**config.mk**
```make
export PLATFORM = sky130hd
export DESIGN_NAME = sumador_normalizador
export DESIGN_NICKNAME = d
export VERILOG_FILES = /design/src/rtl/sumador_normalizador_pkg.sv /design/src/rtl/sumador_normalizador_lzc.sv /design/src/rtl/sumador_normalizador.sv
export SDC_FILE = /design/constraint.sdc
export NUM_CORES = 1
export LEC_CHECK = 0
export CAP_MARGIN = 40
export CORE_MARGIN = 5
export CORE_UTILIZATION = 55
export CTS_CLUSTER_DIAMETER = 150
export DETAILED_ROUTE_END_ITERATION = 7
export PLACE_DENSITY = 0.77
export SYNTH_ARGS = -nofsm -noshare
export SYNTH_HDL_FRONTEND = slang
export SYNTH_HIERARCHICAL = 1
export SYNTH_SLANG_ARGS = --single-unit
```
**constraint.sdc**
```tcl
create_clock -name clk -period 11.7 [get_ports clk]
set_clock_uncertainty 0.2 [all_clocks]
set_input_delay 2.34 -clock clk [delete_from_list [all_inputs] [get_ports clk]]
set_output_delay 2.34 -clock clk [all_outputs]
set_load 0.005 [all_outputs]
```
**src/rtl/sumador_normalizador_pkg.sv**
```systemverilog
// Shared definitions for the FP adder's add/normalize/round stage:
// FSM encoding, datapath widths and exception bit positions.
package sumador_normalizador_pkg;

  localparam int MANT_W   = 26;
  localparam int EXP_MAX  = 255;
  localparam int EXP_BIAS = 127;

  localparam int EXC_OVF = 0;
  localparam int EXC_UNF = 1;

  typedef enum logic [2:0] {
    ST_IDLE,
    ST_SUMA,
    ST_NORM,
    ST_REDONDEO,
    ST_SALIDA
  } state_t;

endpackage

```
**src/rtl/sumador_normalizador_lzc.sv**
```systemverilog
// lzc_26: combinational leading-zero counter over a 26-bit mantissa.
// Returns 26 for an all-zero input.
module lzc_26
  import sumador_normalizador_pkg::*;
(
  input  logic [MANT_W-1:0] i_data,
  output logic [4:0]        o_count
);

  always_comb begin
    o_count = 5'd26;
    // Scanning upward lets the most significant set bit win.
    for (int i = 0; i < MANT_W; i++) begin
      if (i_data[i]) o_count = 5'(MANT_W - 1 - i);
    end
  end

endmodule

```
**src/rtl/sumador_normalizador.sv**
```systemverilog
// Add/subtract, normalize and round stage of the single-precision FP adder.
// Build option LZC_NORM_EN: single-cycle normalization via lzc_26 instead of one shift per cycle.
module sumador_normalizador
  import sumador_normalizador_pkg::*;
(
  input  logic              clk,
  input  logic              rst_n,
  input  logic              valid_in,
  output logic              ready_in,
  input  logic              Signo_A,
  input  logic              Signo_B,
  input  logic [MANT_W-1:0] Mantissa_A,
  input  logic [MANT_W-1:0] Mantissa_B,
  input  logic [7:0]        Exp_comun,
  output logic [31:0]       Resultado,
  output logic [1:0]        Excepcion,
  output logic              valid_out,
  input  logic              ready_out
);

  state_t r_state, w_state_next;

  logic              r_sign_a, r_sign_b;
  logic [MANT_W-1:0] r_mant_a, r_mant_b;
  logic [MANT_W:0]   r_mant;
  logic [8:0]        r_exp;
  logic              r_sign;
  logic              r_unf;
  logic [31:0]       r_result;
  logic [1:0]        r_exc;

  logic            w_sum_sign;
  logic [MANT_W:0] w_sum;

  always_comb begin
    w_sum      = '0;
    w_sum_sign = r_sign_a;
    if (r_sign_a == r_sign_b) begin
      w_sum = {1'b0, r_mant_a} + {1'b0, r_mant_b};
    end else if (r_mant_a >= r_mant_b) begin
      w_sum = {1'b0, r_mant_a} - {1'b0, r_mant_b};
    end else begin
      w_sum      = {1'b0, r_mant_b} - {1'b0, r_mant_a};
      w_sum_sign = r_sign_b;
    end
  end

  logic w_carry, w_hidden, w_zero, w_exp_low, w_unf, w_norm_done;

  assign w_carry   = r_mant[MANT_W];
  assign w_hidden  = r_mant[MANT_W-1];
  assign w_zero    = (r_mant == '0);
  assign w_exp_low = (r_exp <= 9'd1);

`ifdef LZC_NORM_EN
  logic [4:0] w_lz;
  logic [8:0] w_max_sh;

  lzc_26 u_lzc (
    .i_data  (r_mant[MANT_W-1:0]),
    .o_count (w_lz)
  );

  // The shift may not take the exponent below 1; needing more is an underflow.
  assign w_max_sh    = w_exp_low ? 9'd0 : (r_exp - 9'd1);
  assign w_unf       = !w_carry && !w_hidden && ({4'd0, w_lz} > w_max_sh);
  assign w_norm_done = 1'b1;
`else
  assign w_unf       = !w_carry && !w_hidden && w_exp_low;
  assign w_norm_done = w_carry || w_hidden || w_unf;
`endif

  // Round to nearest-even on {guard, round}; a carry out renormalizes in place.
  logic        w_inc, w_ovf;
  logic [24:0] w_rnd;
  logic [8:0]  w_rexp;
  logic [22:0] w_frac;

  assign w_inc  = r_mant[1] & (r_mant[0] | r_mant[2]);
  assign w_rnd  = {1'b0, r_mant[MANT_W-1:2]} + {24'd0, w_inc};
  assign w_rexp = r_exp + {8'd0, w_rnd[24]};
  assign w_frac = w_rnd[24] ? w_rnd[23:1] : w_rnd[22:0];
  assign w_ovf  = (w_rexp >= 9'(EXP_MAX));

  always_ff @(posedge clk or negedge rst_n) begin
    if (!rst_n) r_state <= ST_IDLE;
    else        r_state <= w_state_next;
  end

  always_comb begin
    w_state_next = r_state;
    case (r_state)
      ST_IDLE:     if (valid_in) w_state_next = ST_SUMA;
      ST_SUMA:     w_state_next = ST_NORM;
      // An exact-zero sum is caught on the first NORM cycle and skips rounding.
      ST_NORM: begin
        if (w_zero)           w_state_next = ST_SALIDA;
        else if (w_norm_done) w_state_next = ST_REDONDEO;
      end
      ST_REDONDEO: w_state_next = ST_SALIDA;
      ST_SALIDA:   if (ready_out) w_state_next = ST_IDLE;
      default:     w_state_next = ST_IDLE;
    endcase
  end

  always_ff @(posedge clk or negedge rst_n) begin
    if (!rst_n) begin
      r_sign_a <= 1'b0;
      r_sign_b <= 1'b0;
      r_mant_a <= '0;
      r_mant_b <= '0;
      r_mant   <= '0;
      r_exp    <= '0;
      r_sign   <= 1'b0;
      r_unf    <= 1'b0;
      r_result <= '0;
      r_exc    <= '0;
    end else begin
      case (r_state)
        ST_IDLE: begin
          if (valid_in) begin
            r_sign_a <= Signo_A;
            r_sign_b <= Signo_B;
            r_mant_a <= Mantissa_A;
            r_mant_b <= Mantissa_B;
            r_exp    <= {1'b0, Exp_comun};
          end
        end
        ST_SUMA: begin
          r_mant <= w_sum;
          r_sign <= w_sum_sign;
          r_unf  <= 1'b0;
        end
        ST_NORM: begin
          if (w_zero) begin
            r_result <= '0;
            r_exc    <= '0;
          end else if (w_carry) begin
            r_mant <= r_mant >> 1;
            r_exp  <= r_exp + 9'd1;
          end else if (w_unf) begin
            r_mant <= '0;
            r_exp  <= '0;
            r_unf  <= 1'b1;
          end else if (!w_hidden) begin
`ifdef LZC_NORM_EN
            r_mant <= r_mant << w_lz;
            r_exp  <= r_exp - {4'd0, w_lz};
`else
            r_mant <= r_mant << 1;
            r_exp  <= r_exp - 9'd1;
`endif
          end
        end
        ST_REDONDEO: begin
          r_result         <= w_ovf ? {r_sign, 8'hFF, 23'd0} : {r_sign, w_rexp[7:0], w_frac};
          r_exc[EXC_OVF]   <= w_ovf;
          r_exc[EXC_UNF]   <= r_unf;
        end
        default: ;
      endcase
    end
  end

  assign ready_in  = (r_state == ST_IDLE);
  assign valid_out = (r_state == ST_SALIDA);
  assign Resultado = r_result;
  assign Excepcion = r_exc;

endmodule

```
Word level (Yosys, flattened, before mapping) --
Index checks and enable logic that the tools add are counted.
Storage, ports and cells: memories 0, bits of input ports 66, bits in latches 0, flip-flop bits (word level) 129, output and inout port bits 36, bits in read-only memories 0, bits in writable memories 0
Cells by class: reduce and logical (&&, ||, !) cells 18, eq/ne operators 13, $lt $le $gt $ge 3, muxes and demuxes 30, bitwise operators 2, shift-type cells 0, add/sub/neg operators 7, multiply operators 0, div/mod/pow operators 0
Operators with widths (count):
- $mux W27 | 3
- $mux W26 | 3
- $pmux W32 S2 | 1
- $pmux W27 S2 | 1
- $sub A26 B26 Y27 | 2
- $mux W9 | 5
- $mux W32 | 1
- $mux W31 | 1
- $add A26 B26 Y27 | 1
- $logic_not A27 Y1 | 1
- $ge A26 B26 Y1 | 1
- $add A24 B1 Y25 | 1
- $mux W23 | 1
- $pmux W9 S2 | 1
- $pmux W3 S5 | 1
- $mux W3 | 4
- $ne A2 B2 Y1 const B | 5
- $add A9 B1 Y9 | 1
- $add A9 B1 Y9 const B | 1
- $ge A9 B8 Y1 const B | 1
- $le A9 B1 Y1 const B | 1
- $sub A9 B1 Y9 const B | 1
- $reduce_and A4 Y1 | 2
- $eq A3 B2 Y1 const B | 2
- 19 further kinds | 31

Longest topological paths before layout --
Gate-level depths: netlist of the first run.
word-level depth 7, depth in mapped cells 19, gate-level depth less buffers 19

Worst setup path after synthesis of the first run --
Ideal clock, no wire load.
path type flip-flop to flip-flop, from register r_mant[1], to register r_result[11] (netlist: Resultado[11]), slack 7.372 ns, required time 11.367 ns, stages on the path, launching flop included 20, path buffers 1, arrival time 3.994 ns, period minus slack after synthesis 4.328 ns, library setup time 0.133 ns, path through dfrtp_1 and2_1 ha_1 and4_1 nand3_1 nor2_1 and4_1 nand3_1 inv_1 ha_1 ha_1 nand3_1 nor2_1 xnor2_1 or4_1 o21ai_1 nor2_1 nand2_1 clkbuf_1 o21ai_0
Between the ends: word-level cells in the longest chain between the ends 6, elaborated cells on any way between the ends 10
Ends and longest elaborated chain:
- start, declared | RTL line sumador_normalizador.sv:25 | logic [MANT_W:0] r_mant;
- start signal, assigned | RTL line sumador_normalizador.sv:130 | r_mant <= w_sum;
- start signal, assigned | RTL line sumador_normalizador.sv:139 | r_mant <= r_mant >> 1;
- start signal, assigned | RTL line sumador_normalizador.sv:150 | r_mant <= r_mant << 1;
- $and A1 B1 Y1 | RTL line sumador_normalizador.sv:79 | assign w_inc = r_mant[1] & (r_mant[0] | r_mant[2]);
- $add A24 B1 Y25 | RTL line sumador_normalizador.sv:80 | assign w_rnd = {1'b0, r_mant[MANT_W-1:2]} + {24'd0, w_inc};
- $add A9 B1 Y9 | RTL line sumador_normalizador.sv:81 | assign w_rexp = r_exp + {8'd0, w_rnd[24]};
- $ge A9 B8 Y1 | RTL line sumador_normalizador.sv:83 | assign w_ovf = (w_rexp >= 9'(EXP_MAX));
- $mux W31 | RTL line sumador_normalizador.sv:156 | r_result <= w_ovf ? {r_sign, 8'hFF, 23'd0} : {r_sign, w_rexp[7:0], w_frac};
- $pmux W32 S2 | RTL line sumador_normalizador.sv:119 | case (r_state)
- end signal, assigned | RTL line sumador_normalizador.sv:156
- end, declared | RTL line sumador_normalizador.sv:29 | logic [31:0] r_result;
Parallel ways exist; a longest one is shown, timed or not. A chain may end at the register's enable or synchronous reset.

Final worst setup path of the first run --
from register r_mant[1], to register r_result[22] (netlist: Resultado[22])
Same word-level chain as after synthesis.

==> flow_summary.toml, run 1 <==
[critical_path]
startpoint_type = "register"
crit_path_end = "Resultado[22]"
startpoint = "r_mant[1]"
cpMostUsedCell = "nor2_1"
rrSetupSlack_ns = 6.51
crit_family = "simple AND/OR/NAND/NOR gates"
setup.worst_path.class = "register to register"
reg2reg_to = "Resultado[22]"
cpMaxStageDelayCell = "or4_1"
r2r_start = "r_mant[1]"
setup.worst_path.end_class = "register"
crit_chain = "and2_1 > ha_1 > and4_1 > nand3_1 > nor2_1 > and4_1 > nand3_1 > inv_1 > ha_1 > ha_1 > nand3_1 > nor2_1 > xnor2_1 > or4_1 > o21ai_1 > nor2_1 > nand2_1 > nor2_1 > a211o_1"
path_buf_inv = 1
required_ns = 11.81
arrival_ns = 5.30
cp_max_fo = 19
slowest_delay_ns = 0.53
reg2regPathDepth = 19
cp.depth = 19

[sta]
grt_setup_unrepaired = "no"
slew_violations = 0
post-route-period-util = 0.4432
max_freq_ghz = 0.1929
worst_pin_slew_ns = 0.9698
hold_viol = 0
setup_viol = 0
period_minus_slack_ns = 5.185
fin_tns_setup_ns = 0
slew_headroom = 0.3450

[synth]
synth_edf_count = 0
ys_seq_area_frac = 0.3052
synth-main-ff-cell = "dfrtp_1"
synth.net_count = 1481
syn_area_um2 = 10580
synth_warnings = 6
ys_async_sr_fraction = 1.000
ys_ff_latch = 129
yosysUniqueCellTypes = 82
syn_inst = 1328
syn_avg_cell_area_um2 = 7.964

[clocking]
post_cts_buffers = 0
cts_buffer_depth = 2
h-tree-depth = 4
cts_root_buf = "clkbuf_16"
cts.clk_slew.worst_paths_ns = 0.06
cts_buffers = 17
postCtsHoldBufs = 0
cts_resized = 0
clock_sinks = 129
insertion_delay_ns = 0.43
cts_tree = "built"

[global_route]
grt_pass1_wl_um = 48060
grt_usage = 0.2665
grt_overflow = 0
grt_pass1_vias = 9400
grt_antenna_before_repair = 0
grt_max_degree = 82

[floorplan]
fp.coreArea_um2 = 18830
dieArea_um2 = 22100
io_pins = 102
die_h_um = 148.7
rows = 50
start_util = 0.5617
die_width_um = 148.7

[routing]
routed-via-count = 10150
via_per_inst = 6.187
wl_per_cell_um = 18.14
first_pass_iters = 5
drtAntennaViolNets = 0
drt_wl_total_um = 29750
drcViolationCount = 0
dr.first_iter.drc_count = 1137

[final_layout]
layout.nets = 1521
final_util = 0.6501
syn_to_final_growth_pct = 15.75
drive_above_1_share = 0.05145
antenna_cells = 0
layout_commonest_cell = "nand2_1"
final_cell_mix = "139 x nand2_1, 129 x dfrtp_1, 125 x nor2_1, 118 x o21ai_0, 100 x clkdlybuf4s50_1"

[outcome]
status = "finished, final reports clean"

[job]
cap_violations = 0

[placement]
place_congestion = 0.9727
dp_hpwl_um = 21950
place.port_buffers = 101

[worst_hold_path]
holdCritPathClass = "register to register"
min_from = "Resultado[24]"
## layer usage
metal  global-route usage  vias to the layer above  part of all wire
met1               0.3773                     4834              0.45
li1                     -                     4809                 -
met5                    0                        -                 0
met2               0.4180                      445              0.45
met3              0.04479                       59             0.074
met4              0.08545                        0             0.023
## cell usage after synthesis (12+ instances only)
cell      count  area share
ha_1         84       0.099
a21oi_1      92       0.044
xor2_1       18       0.015
inv_1        94       0.033
o21bai_1     17       0.012
nand2b_1     12      0.0071
nor3_1       25       0.012
xnor2_1      36       0.030
nor4_1       13      0.0077
a211oi_1     16       0.011
nor2_1      125       0.044
nand4_1      18       0.011
nand2_1     139       0.049
nand3_1      27       0.013
dfrtp_1     129        0.31
o21ai_1      13      0.0062
clkbuf_1     68       0.024
a221oi_1     35       0.029
o21ai_0     118       0.056
buf_2        12      0.0057
a21o_1       23       0.016
## worst min-delay path by stage
| stage | cells past startpoint | slack (ns) | end |
|---|---|---|---|
| after global placement | 2 | 0.25 | Resultado[27] |
| after CTS | 2 | 0.27 | Resultado[24] |
| after floorplan | 2 | 0.26 | Resultado[23] |
| after detailed placement | 2 | 0.26 | Resultado[24] |
| final | 2 | 0.27 | Resultado[24] |
| after global routing | 2 | 0.29 | Resultado[24] |
## logic make-up (layout without fill, tap and decap cells)
logic type	Yosys count	count (layout)	share of synthesized area
compound gates	432	432	0.2675
flops	129	129	0.3052
fa+ha+maj	87	87	0.1051
mux	17	17	0.01692
simple gates	424	424	0.1911
buf+inv	185	237	0.06956
xor+xnor	54	54	0.04472
## sequential cells by signal, indices dropped and copies added, names as in the netlist, 2 cells and up
register / count
r_state: 3
r_mant_b: 26
Resultado: 32
Excepcion: 2
r_exp: 9
r_mant_a: 26
r_mant: 27
## worst register-to-register path: cells and delay by family (launching register included)
family | cells | cell delay [ns]
compound gates | 2 | 0.64
simple gates | 12 | 2.89
flops | 1 | 0.46
fa+ha+maj | 3 | 0.61
buf+inv | 1 | 0.18
xor+xnor | 1 | 0.10
## stage by stage
stage | area, µm² | setup WS (ns) | cells | hold WS, ns
5_1_grt | 12240 | 5.971 | 1640 | 0.2935
3_3_place_gp | 11620 | 6.777 | 1608 | 0.2499
4_1_cts | 12240 | 6.566 | 1640 | 0.2731
2_1_floorplan | 10580 | 7.372 | 1328 | 0.2628
3_5_place_dp | 11630 | 6.581 | 1609 | 0.2591
6_report | 12240 | 6.515 | 1640 | 0.2683
## area by class of cell
| cell class | count | area (µm²) |
|---|---|---|
| tap | 260 | 325.3 |
| sequential | 129 | 3228 |
| inverter | 95 | 356.6 |
| clock buffer | 19 | 452.9 |
| fill | 1641 | 6589 |
| multi-input combinational | 1014 | 6639 |
| clock inverter | 12 | 156.4 |
| timing repair buffer | 111 | 1084 |
Power of run 1 is left out: the tool's default activity adds up to more than one toggle a clock period on the data nets, which glitch-free logic cannot reach.
==> inputs of run 2 (changes only) <==
Clock period 11.7 ns to 5.2 ns, I/O delays scaled along.
==> run 2 against run 1 <==
Net effect: wire length is 1.4% higher; flip-flop and latch count stayed put; cell area is 0.39% higher; setup slack worse by 6.1 ns; critical path type unchanged.
==> flow_summary.toml, run 2 (synthesis gave the netlist of run 1 again) <==
[global_route]
grt_max_degree = 81
grt_pass1_wl_um = 49120
grt_usage = 0.2725
grt_pass1_vias = 9448
grt_antenna_before_repair = 0
grt_overflow = 0

[critical_path]
setup.worst_path.end_class = "register"
crit_chain = "and2_1 > ha_1 > and4_1 > nand3_1 > nor2_1 > and4_1 > nand3_1 > inv_1 > ha_1 > ha_1 > nand3_1 > nor2_1 > xnor2_1 > or4_1 > o21ai_1 > nor2_1 > nand2_2 > nor2_1 > a211o_1"
required_ns = 5.31
r2r_start = "r_mant[1]"
rrSetupSlack_ns = 0.43
reg2regPathDepth = 19
cp_max_fo = 19
cpMostUsedCell = "nor2_1"
setup.worst_path.class = "register to register"
slowest_delay_ns = 0.53
startpoint_type = "register"
arrival_ns = 4.88
crit_family = "simple AND/OR/NAND/NOR gates"
reg2reg_to = "Resultado[22]"
path_buf_inv = 1
cpMaxStageDelayCell = "or4_1"

[final_layout]
fillers = 1635
layout.nets = 1531
antenna_cells = 0
layout_commonest_cell = "nand2_1"
largest_reg_flops = 32
final_cell_mix = "138 x nand2_1, 129 x dfrtp_1, 125 x nor2_1, 118 x o21ai_0, 100 x clkdlybuf4s50_1"
drive_above_1_share = 0.05967
syn_to_final_growth_pct = 16.20

[sta]
setup_viol = 0
slew_headroom = 0.4208
grt_setup_unrepaired = "no"
max_freq_ghz = 0.2096
post-route-period-util = 0.9177
slew_violations = 0
hold_viol = 0
fin_tns_setup_ns = 0
worst_pin_slew_ns = 0.8667
period_minus_slack_ns = 4.772

[floorplan]
rows = 50
fp.coreArea_um2 = 18830
start_util = 0.5617
die_width_um = 148.7
dieArea_um2 = 22100
die_h_um = 148.7
io_pins = 102

[clocking]
cts_buffer_depth = 2
postCtsHoldBufs = 0
clock_sinks = 129
cts_root_buf = "clkbuf_16"
h-tree-depth = 4
cts_buffers = 17
cts.clk_slew.worst_paths_ns = 0.06
insertion_delay_ns = 0.43
cts_tree = "built"

[routing]
routed-via-count = 10220
routed-wl-met2_um = 13490
drt_wl_total_um = 30160
wl_per_cell_um = 18.27
drtAntennaViolNets = 0
top_layer_used = "met4"
first_pass_iters = 6
dr.first_iter.drc_count = 1010
via_per_inst = 6.191
met1_length_um = 13640
drcViolationCount = 0
dr_wl_met3_um = 2368

[worst_hold_path]
hold-path-endpoint = "Resultado[27]"
holdCritPathClass = "register to register"
min_from = "Resultado[27]"
hold_depth = 2

[placement]
dp_hpwl_um = 22250
place_congestion = 0.9836
place.port_buffers = 101

[outcome]
status = "finished, final reports clean"

[job]
cap_violations = 0
run 2: final cells by class:
type,count,area (µm²),share of cell area
Tap cell,260,325.3,0.02647
Inverter,95,356.6,0.02902
Timing Repair Buffer,121,1166,0.09489
Sequential cell,129,3228,0.2627
Multi-Input combinational cell,1014,6641,0.5404
Clock inverter,14,132.6,0.01079
Clock buffer,18,439.2,0.03574
run 2: worst reg2reg max path, stage by stage, from the launching register on:
cell     delay (ns)
dfrtp_1        0.44
and2_1         0.20
ha_1           0.22
and4_1         0.28
nand3_1        0.19
nor2_1         0.21
and4_1         0.25
nand3_1        0.16
inv_1          0.19
ha_1           0.20
ha_1           0.19
nand3_1        0.13
nor2_1         0.21
xnor2_1        0.11
or4_1          0.53
o21ai_1        0.18
nor2_1         0.13
nand2_2        0.28
nor2_1         0.09
a211o_1        0.26
run 2: routing by layer:
metal	track usage	vias up
met5	0	-
met4	0.08037	0
met3	0.04052	60
met2	0.4228	494
met1	0.3954	4823
li1	-	4844
run 2: worst max-delay path by stage:
| stage | from | to | slack (ns) | depth (start not counted) |
|---|---|---|---|---|
| after CTS | r_mant[1] | Resultado[22] | 0.33 | 19 |
| after detailed placement | r_mant[1] | Resultado[22] | 0.35 | 19 |
| after global routing | r_mant[1] | Resultado[18] | 0.04 | 18 |
| final | r_mant[1] | Resultado[22] | 0.43 | 19 |
| after floorplan | r_mant[1] | Resultado[11] | 0.87 | 19 |
| after global placement | r_mant[2] | Resultado[22] | 0.50 | 19 |
run 2: metrics by stage:
step / worst slack [ns] / instance area, µm² / hold slack, ns / cells / util
finish: 0.4281 / 12290 / 0.2636 / 1651 / 0.6526
global route: 0.03724 / 12290 / 0.2975 / 1651 / 0.6526
CTS: 0.3270 / 12290 / 0.2701 / 1651 / 0.6525
detailed placement: 0.3470 / 11720 / 0.2558 / 1619 / 0.6221
global placement: 0.5001 / 11700 / 0.2495 / 1616 / 0.6212
floorplan: 0.8725 / 10580 / 0.2628 / 1328 / -
run 2: repair_timing:
action                                  CTS  global route
endpoints found under the setup margin    0            15
hold endpoints to repair                  0             0
buffers inserted                          0             0
gates resized for setup                   0             1
Power of run 2 is left out for the same reason.
==> inputs of run 3 (changes only) <==
Settings changed: CAP_MARGIN 40 to 30.
==> run 3 against run 2 <==
Net effect: maximum frequency shrank 1.7%; flip-flop and latch count is the same; register-to-register slack got worse by 0.08 ns; global-route usage increased by 0.19 points; final cell count shrank 0.12%; critical path type unchanged.
==> flow_summary.toml, run 3 (synthesis gave the netlist of run 1 again) <==
[clocking]
insertion_delay_ns = 0.44
postCtsHoldBufs = 0
cts_buffer_depth = 2
cts_buffers = 17
post_cts_buffers = 0
h-tree-depth = 4
cts_tree = "built"
cts.clk_slew.worst_paths_ns = 0.06
cts_resized = 0
clock_sinks = 129
cts_root_buf = "clkbuf_16"

[critical_path]
reg2reg_to = "Resultado[22]"
setup.worst_path.end_class = "register"
cp_max_fo = 19
arrival_ns = 4.97
r2r_start = "r_mant[1]"
rrSetupSlack_ns = 0.34
required_ns = 5.31
setup.worst_path.class = "register to register"
startpoint_type = "register"
reg2regPathDepth = 19

[worst_hold_path]
hold-path-endpoint = "Resultado[27]"
holdCritPathClass = "register to register"
min_from = "Resultado[27]"
hold_depth = 2

[final_layout]
layout_commonest_cell = "nand2_1"
layout.nets = 1529
antenna_cells = 0
largest_reg_flops = 32
seqCellArea_um2 = 3228
drive_above_1_share = 0.05760
final_util = 0.6541
multi_input_area_um2 = 6641
syn_to_final_growth_pct = 16.46
fillers = 1606
final_cell_mix = "138 x nand2_1, 129 x dfrtp_1, 125 x nor2_1, 118 x o21ai_0, 100 x clkdlybuf4s50_1"

[floorplan]
io_pins = 102
fp.coreArea_um2 = 18830
rows = 50
die_h_um = 148.7
dieArea_um2 = 22100
die_width_um = 148.7
start_util = 0.5617

[routing]
wl_per_cell_um = 18.24
drtAntennaViolNets = 0
routed-via-count = 10210
drt_wl_total_um = 30080
via_per_inst = 6.190
first_pass_iters = 6
dr.first_iter.drc_count = 1056
drcViolationCount = 0

[placement]
place.port_buffers = 101
dp_hpwl_um = 22270
place_congestion = 0.9836

[sta]
period_minus_slack_ns = 4.855
max_freq_ghz = 0.2060
post-route-period-util = 0.9337
hold_viol = 0
setup_viol = 0
worst_pin_slew_ns = 1.053
slew_headroom = 0.2886
slew_violations = 0

[global_route]
grt_antenna_before_repair = 0
grt_pass1_vias = 9468
grt_max_degree = 81
grt_usage = 0.2743
grt_overflow = 0
grt_pass1_wl_um = 49470

[job]
cap_violations = 0

[outcome]
status = "finished, final reports clean"
[run 3: cell count changes in the layout (fill, tap and decap cells not counted), sizes merged]
cell and delta:
clkinvlp -1, buf -2, clkinv -1, bufinv +2
[run 3: area by class of cell]
class	instances	share of cell area
clock buffers	18	0.03484
well taps	260	0.02641
repair buffers	119	0.09386
multi-input cells	1014	0.5392
inverters	95	0.02895
clock inverters	14	0.01463
flip-flops and latches	129	0.2621
[run 3: per-layer routing]
layer,track usage,wire (µm),vias to the layer above
met3,0.03595,2278,64
met5,0,0,-
met2,0.4219,13440,467
met4,0.08406,686,0
met1,0.4032,13680,4845
li1,-,-,4832
[run 3: worst max-delay path: stages, from the launching register on]
cell and delay, ns:
dfrtp_1 0.45, and2_1 0.20, ha_1 0.23, and4_1 0.29, nand3_1 0.20, nor2_1 0.21, and4_1 0.25, nand3_1 0.16
inv_1 0.20, ha_1 0.20, ha_1 0.21, nand3_1 0.15, nor2_1 0.21, xnor2_1 0.10, or4_1 0.53, o21ai_1 0.18
nor2_1 0.14, nand2_2 0.28, nor2_1 0.09, a211o_1 0.27
[run 3: worst max path at each step]
stage,slack [ns],endpoint,start,cells after the start
floorplan,0.87,Resultado[11],r_mant[1],19
global placement,0.50,Resultado[22],r_mant[2],19
detailed placement,0.35,Resultado[22],r_mant[2],19
CTS,0.26,Resultado[22],r_mant[1],19
global route,-0.02,Resultado[18],r_mant[1],18
finish,0.34,Resultado[22],r_mant[1],19
[run 3: through the flow]
step                 TNS, ns  cell area (µm²)  instances  setup WS [ns]  hold WS, ns
global route        -0.02567            12320       1649       -0.01619       0.2990
finish                     0            12320       1649         0.3447       0.2627
floorplan                  0            10580       1328         0.8725       0.2628
detailed placement         0            11710       1617         0.3478       0.2558
CTS                        0            12310       1649         0.2625       0.2703
global placement           0            11700       1616         0.5001       0.2495
Power of run 3 is left out for the same reason.
